<file path="config.mk">
export PLATFORM = sky130hd
export DESIGN_NAME = pipe_stage_slot_flat
export DESIGN_NICKNAME = d
export VERILOG_FILES = /design/src/rtl/pipe_stage_slot_pkg.sv /design/src/rtl/pipe_stage_slot_if.sv /design/src/rtl/pipe_stage_slot_entry.sv /design/src/rtl/pipe_stage_slot.sv /design/src/flat_wrapper.sv
export SDC_FILE = /design/constraint.sdc
export NUM_CORES = 1
export LEC_CHECK = 0
export ABC_AREA = 1
export CAP_MARGIN = 20
export CELL_PAD_IN_SITES_DETAIL_PLACEMENT = 1
export CELL_PAD_IN_SITES_GLOBAL_PLACEMENT = 1
export CORE_MARGIN = 4
export CORE_UTILIZATION = 33
export DETAILED_ROUTE_END_ITERATION = 12
export GPL_TIMING_DRIVEN = 0
export PLACE_DENSITY = 0.81
export SYNTH_ARGS = -nofsm -noshare
export SYNTH_HDL_FRONTEND = slang
export SYNTH_SLANG_ARGS = --single-unit
</file>
<file path="constraint.sdc">
create_clock -name clk -period 1.45 [get_ports clk]
set_input_delay 0.29 -clock clk [delete_from_list [all_inputs] [get_ports clk]]
set_output_delay 0.29 -clock clk [all_outputs]
set_load 0.02 [all_outputs]
</file>
<file path="src/rtl/pipe_stage_slot_pkg.sv">
// Package pipe_pkg: shared constants for the pipeline stage slot.
//   - channel index constants for the M->W style payload
//   - state encoding of the slot (the encoding doubles as the occupancy count)
//   - default channel width and channel count
package pipe_pkg;

  localparam int PIPE_W   = 32;
  localparam int PIPE_NCH = 7;

  localparam int CH_CMD = 0;
  localparam int CH_PC  = 1;
  localparam int CH_DM  = 2;
  localparam int CH_ALU = 3;
  localparam int CH_HI  = 4;
  localparam int CH_LO  = 5;
  localparam int CH_CP0 = 6;

  // Encoding equals the number of occupied entries, so occ is the state itself.
  typedef enum logic [1:0] {
    ST_EMPTY = 2'd0,
    ST_ONE   = 2'd1,
    ST_TWO   = 2'd2
  } state_t;

endpackage

</file>
<file path="src/rtl/pipe_stage_slot_if.sv">
// Interface pipe_stage_slot_if: valid/ready bus around one pipeline stage slot.
//   in_valid/in_ready/in_data : upstream beat handshake
//   flush                     : synchronous flush request into the slot
//   out_valid/out_ready/out_data : downstream beat handshake
//   occ                       : diagnostic occupancy 0..2
// Modports: master = the environment around the slot, slave = the slot itself.
interface pipe_stage_slot_if #(
  parameter int W   = pipe_pkg::PIPE_W,
  parameter int NCH = pipe_pkg::PIPE_NCH
);

  logic               in_valid;
  logic               in_ready;
  logic [NCH*W-1:0]   in_data;
  logic               flush;
  logic               out_valid;
  logic               out_ready;
  logic [NCH*W-1:0]   out_data;
  logic [1:0]         occ;

  modport master (
    output in_valid, in_data, flush, out_ready,
    input  in_ready, out_valid, out_data, occ
  );

  modport slave (
    input  in_valid, in_data, flush, out_ready,
    output in_ready, out_valid, out_data, occ
  );

endinterface

</file>
<file path="src/rtl/pipe_stage_slot_entry.sv">
// Module pipe_entry: one NCH*W storage entry of the stage slot.
//   clk, res   : clock, asynchronous active-low reset (clears the entry)
//   i_load     : capture i_data
//   i_clear    : zero every channel except KEEP_CH (wins over i_load)
//   i_data     : data to capture
//   o_data     : current entry contents
// KEEP_CH >= NCH keeps no channel, i.e. i_clear zeroes the whole entry.
module pipe_entry #(
  parameter int W       = 32,
  parameter int NCH     = 7,
  parameter int KEEP_CH = 1
) (
  input  logic             clk,
  input  logic             res,
  input  logic             i_load,
  input  logic             i_clear,
  input  logic [NCH*W-1:0] i_data,
  output logic [NCH*W-1:0] o_data
);

  logic [NCH*W-1:0] r_data;
  logic [NCH*W-1:0] w_keepMask;

  // All-ones over the kept channel, zero elsewhere.
  for (genvar k = 0; k < NCH; k++) begin : g_mask
    assign w_keepMask[k*W +: W] = (k == KEEP_CH) ? {W{1'b1}} : {W{1'b0}};
  end

  always_ff @(posedge clk or negedge res) begin
    if (!res) begin
      r_data <= '0;
    end else if (i_clear) begin
      r_data <= r_data & w_keepMask;
    end else if (i_load) begin
      r_data <= i_data;
    end
  end

  assign o_data = r_data;

endmodule

</file>
<file path="src/rtl/pipe_stage_slot.sv">
// Module pipe_stage_slot: one pipeline stage slot with valid/ready handshake,
// optional one-entry skid buffer and flush-to-bubble.
//   clk  : clock, rising edge
//   res  : asynchronous active-low reset
//   bus  : pipe_stage_slot_if.slave (in/out handshakes, flush, occ)
// SKID=1 : main + skid entries, in_ready is registered (state != TWO).
// SKID=0 : main entry only, in_ready = ~out_valid | out_ready (combinational).
// On flush the slot empties; the main entry keeps only channel KEEP_CH so the
// exception logic still sees the address of the bubble.
module pipe_stage_slot
  import pipe_pkg::*;
#(
  parameter int W       = PIPE_W,
  parameter int NCH     = PIPE_NCH,
  parameter int SKID    = 1,
  parameter int KEEP_CH = CH_PC
) (
  input logic           clk,
  input logic           res,
  pipe_stage_slot_if.slave bus
);

  state_t           r_state;
  state_t           w_stateNext;
  logic             w_inFire;
  logic             w_outFire;
  logic             w_outValid;
  logic             w_inReady;
  logic             w_mainLoad;
  logic             w_mainFromSkid;
  logic             w_skidLoad;
  logic [NCH*W-1:0] w_mainIn;
  logic [NCH*W-1:0] w_mainData;
  logic [NCH*W-1:0] w_skidData;

  assign w_outValid = (r_state != ST_EMPTY);
  assign w_inFire   = bus.in_valid & w_inReady;
  assign w_outFire  = w_outValid & bus.out_ready;

  always_ff @(posedge clk or negedge res) begin
    if (!res) begin
      r_state <= ST_EMPTY;
    end else begin
      r_state <= w_stateNext;
    end
  end

  // Flush is evaluated last so it overrides any load decided above it; a beat
  // accepted in the flush cycle is simply never stored.
  always_comb begin
    w_stateNext    = r_state;
    w_mainLoad     = 1'b0;
    w_mainFromSkid = 1'b0;
    w_skidLoad     = 1'b0;
    unique case (r_state)
      ST_EMPTY: begin
        if (w_inFire) begin
          w_stateNext = ST_ONE;
          w_mainLoad  = 1'b1;
        end
      end
      ST_ONE: begin
        if (w_inFire && w_outFire) begin
          w_mainLoad = 1'b1;
        end else if (w_inFire) begin
          if (SKID != 0) begin
            w_stateNext = ST_TWO;
            w_skidLoad  = 1'b1;
          end
        end else if (w_outFire) begin
          w_stateNext = ST_EMPTY;
        end
      end
      ST_TWO: begin
        if (w_outFire) begin
          w_stateNext    = ST_ONE;
          w_mainLoad     = 1'b1;
          w_mainFromSkid = 1'b1;
        end
      end
      default: begin
        w_stateNext = ST_EMPTY;
      end
    endcase
    if (bus.flush) begin
      w_stateNext = ST_EMPTY;
      w_mainLoad  = 1'b0;
      w_skidLoad  = 1'b0;
    end
  end

  assign w_mainIn = w_mainFromSkid ? w_skidData : bus.in_data;

  pipe_entry #(.W(W), .NCH(NCH), .KEEP_CH(KEEP_CH)) u_main (
    .clk     (clk),
    .res     (res),
    .i_load  (w_mainLoad),
    .i_clear (bus.flush),
    .i_data  (w_mainIn),
    .o_data  (w_mainData)
  );

  if (SKID != 0) begin : g_skid
    // Skid entry keeps nothing on flush (KEEP_CH = NCH).
    pipe_entry #(.W(W), .NCH(NCH), .KEEP_CH(NCH)) u_skid (
      .clk     (clk),
      .res     (res),
      .i_load  (w_skidLoad),
      .i_clear (bus.flush),
      .i_data  (bus.in_data),
      .o_data  (w_skidData)
    );
    assign w_inReady = (r_state != ST_TWO);
  end else begin : g_noskid
    logic w_unusedSkidLoad;
    assign w_unusedSkidLoad = w_skidLoad;
    assign w_skidData       = '0;
    assign w_inReady        = ~w_outValid | bus.out_ready;
  end

  assign bus.in_ready  = w_inReady;
  assign bus.out_valid = w_outValid;
  assign bus.out_data  = w_mainData;
  assign bus.occ       = r_state;

endmodule

</file>
<file path="src/flat_wrapper.sv">
// flat-port wrapper written by rule: the top's interface ports become plain ports
module pipe_stage_slot_flat import pipe_pkg::*;
#(
  parameter int W       = PIPE_W,
  parameter int NCH     = PIPE_NCH,
  parameter int SKID    = 1,
  parameter int KEEP_CH = CH_PC
)
  (clk, res, bus_in_valid, bus_in_data, bus_flush, bus_out_ready, bus_in_ready, bus_out_valid, bus_out_data, bus_occ);
  pipe_stage_slot_if #(.W(W), .NCH(NCH)) bus_i ();
  input logic clk;
  input logic res;
  input wire logic [$bits(bus_i.in_valid)-1:0] bus_in_valid;
  input wire logic [$bits(bus_i.in_data)-1:0] bus_in_data;
  input wire logic [$bits(bus_i.flush)-1:0] bus_flush;
  input wire logic [$bits(bus_i.out_ready)-1:0] bus_out_ready;
  output wire logic [$bits(bus_i.in_ready)-1:0] bus_in_ready;
  output wire logic [$bits(bus_i.out_valid)-1:0] bus_out_valid;
  output wire logic [$bits(bus_i.out_data)-1:0] bus_out_data;
  output wire logic [$bits(bus_i.occ)-1:0] bus_occ;
  assign bus_i.in_valid = bus_in_valid;
  assign bus_i.in_data = bus_in_data;
  assign bus_i.flush = bus_flush;
  assign bus_i.out_ready = bus_out_ready;
  assign bus_in_ready = bus_i.in_ready;
  assign bus_out_valid = bus_i.out_valid;
  assign bus_out_data = bus_i.out_data;
  assign bus_occ = bus_i.occ;
  pipe_stage_slot #(.W(W), .NCH(NCH), .SKID(SKID), .KEEP_CH(KEEP_CH)) u_core (.clk(clk), .res(res), .bus(bus_i));
endmodule
</file>
==> results_dict.tcl <==
set metrics [dict create \
    clockBufferDepth 3 \
    htreeDepth 2 \
    layout_min_cycle_time_ps 1720 \
    grt_antenna_before_repair 14 \
    end_kind "register" \
    viasPerCell 5.08 \
    peakVddDrop_uv 865 \
    wirelength_um 80900 \
    p_sw_share_pct 29.2 \
    numClockSinks 450 \
    r2r_cells 9 \
    grt_pass1_vias 21100 \
    ys_warn_count 0 \
    power.internal_mw 24.4 \
    io_pins 457 \
    final_common_cell "nand2_1" \
    final_core_util_pct 49.0 \
    placedCellCount 3687 \
    cp_cell_sequence "buf_12 -> nand2_8 -> nand2_4 -> o21ai_4 -> buf_12 -> buf_16 -> buf_4 -> nand3_1 -> nand2_1" \
    hpwl_um 56100 \
    grt_pass1_wl_um 122000 \
    seqPwrFrac_pct 40.6 \
    cp.required_ps 1990 \
    hp-class "primary input to asynchronous set/reset pin" \
    fin_tns_setup_ps -96440 \
    cts_tree "yes" \
    r2r-end "u_core.u_main.o_data[98]" \
    power_density_nw_per_um2 1180 \
    seq_area_frac_synth_pct 56.3 \
    grt_usage_pct 23.9 \
    syn_nets 2685 \
    setup_ws_ps -273 \
    p_leak_nw 14.6 \
    placed_cell_area_um2 25600 \
    cts_made_buffers 50 \
    final_area_um2 29200 \
    gp_congestion 0.861 \
    p_total_mw 34.5 \
    grt_max_degree 123 \
    syn_inst 2456 \
    cp_data_arrival_time_ps 2260 \
    drv_cap 0 \
    drcViolationCount 0 \
    r2r-start "u_core.bus.occ[1]" \
    portBuffers 455 \
    finalSetupViolCount 625 \
    crit_type "register to register" \
    period_share_pct 119 \
    net-switching-power_mw 10.1 \
    clock.fmax_mhz 580 \
    drt_iter0_markers 985 \
    syn-cell-area_um2 20000 \
    overflow 0 \
    clkPwrFrac_pct 39.5 \
    status "complete, but fails checks" \
    root_buffer "clkbuf_16" \
    cp_common_cell "buf_12" \
    pwr-share-comb_pct 20.0 \
    hold_viol 103 \
    synth_seq_cells 450 \
    area_growth_pct 45.8 \
    start_kind "register" \
    violations "hold timing, setup timing" \
    finalMaxSlewViolations 0 \
    layout_common_cells "nand2_1, dfrtp_1, nand3_1" \
    rsz0062_at_grt "yes" \
    synth.area.top_cells "dfrtp_1, nand2_1, o21ai_0, nand3_1, inv_1" \
    hold_slack_ps -276 \
    wire_per_inst_um 21.2 \
    coreArea_um2 59500 \
    reg2reg_slack_ps -270 \
    initial_core_util_pct 33.6 \
    slew-limit-headroom_pct 42.5 \
    synth.distinct_cells 21 \
    first_pass_iters 5 \
    worst-path-max-fanout 10 \
    die_height_um 254 \
    nets 3232 \
    syn_area_per_cell_um2 8.15 \
    synth_area_leader_cell "dfrtp_1" \
    tightest_slew_ps 863 \
    clock_skew_ps 20.2 \
    cts.clk_slew.worst_paths_ps 60 \
    insertion_delay_ps 600 \
    die_area_um2 64600 \
    synth_top_area_share_pct 56.3 \
    ant_nets 0 \
    vias 19400 \
    num_rows 89 \
    drive_above_1_share_pct 13.5 \
    slowest_delay_ps 460 \
    die_width_um 254 \
    instances_no_fill 3821 \
    slowest_stage "dfrtp_2" \
]
## registers in the layout, indices dropped and copies added (netlist names)
name and count:
u_core.g_skid.u_skid.o_data 224, u_core.u_main.o_data 224, u_core.bus.occ 2
## metal layers
layer / vias up / GRT usage [%] / routed length [µm]
met1: 9835 / 28.8 / 32500
met2: 484 / 42.2 / 41500
li1: 8930 / - / -
met3: 145 / 5.69 / 4600
met5: - / 0 / 103
met4: 14 / 7.60 / 2130
## critical path, delay by kind of cell, from the launching register on
kind / cells / cell delay, ps
compound gates: 1 / 140
buf+inv: 4 / 720
flops: 1 / 460
simple gates: 4 / 340
## Yosys cell counts
cell      instances
nand2_4           2
buf_1            13
inv_2             2
dfrtp_1         450
a21oi_1           3
clkbuf_1         59
nor3_1            1
nand4_2           1
nand2_2           1
o21ai_4           1
nor2_2            1
buf_2            84
inv_1           231
buf_4            18
nand2_1         827
nand3_1         304
o21ai_1          60
nor2_8            1
nor2_1            3
o21ai_0         389
buf_6             5
## power by group through the flow
stage	clock network (mW)	logic, mW	registers [mW]
after detailed placement	0	6.31	14.2
after global placement	0	6.05	14.2
after floorplan	0	1.94	15.0
after CTS	13.8	6.46	14.0
final	13.6	6.88	14.0
after global routing	14.4	7.41	14.1
## timing repair
action,in CTS,in global routing
gates cloned,6,12
gates resized for setup,550,295
setup endpoints to repair,706,798
hold endpoints to repair,103,103
setup buffers,19,1
pin swaps,5,33
## logic make-up after synthesis
logic type	after synthesis	synth area share, %
simple gates	1141	23.5
flops	450	56.3
compound gates	453	11.4
buf+inv	412	8.78
## worst max-delay path by stage
stage                      startpoint                                to  slack, ps  cells after the start
finish              u_core.bus.occ[1]          u_core.u_main.o_data[98]       -270                      9
global route        u_core.bus.occ[1]         u_core.u_main.o_data[108]       -320                      9
CTS                 u_core.bus.occ[1]                      bus_in_ready       -260                      3
detailed placement      bus_out_ready   u_core.g_skid.u_skid.o_data[67]      -1160                      7
global placement                  res                 u_core.bus.occ[1]     -21440                      1
floorplan           u_core.bus.occ[1]  u_core.g_skid.u_skid.o_data[113]        -40                      6
## per-stage QoR
step	setup WS, ps	hold WS (ps)
after floorplan	-35.5	-5.59
after global placement	-21440	458
after detailed placement	-1160	408
after CTS	-259	-226
after global routing	-319	-201
final	-273	-276
## final cells by class
class / instances / area (µm²)
fill: 6981 / 30300
sequential: 450 / 11300
multi-input combinational: 1594 / 7420
timing repair buffer: 496 / 5130
buffer: 178 / 1760
clock buffer: 75 / 1500
tap: 773 / 967
inverter: 233 / 880
clock inverter: 16 / 236
antenna: 6 / 15.0
Note: power is estimated with default switching activity, not from simulation.
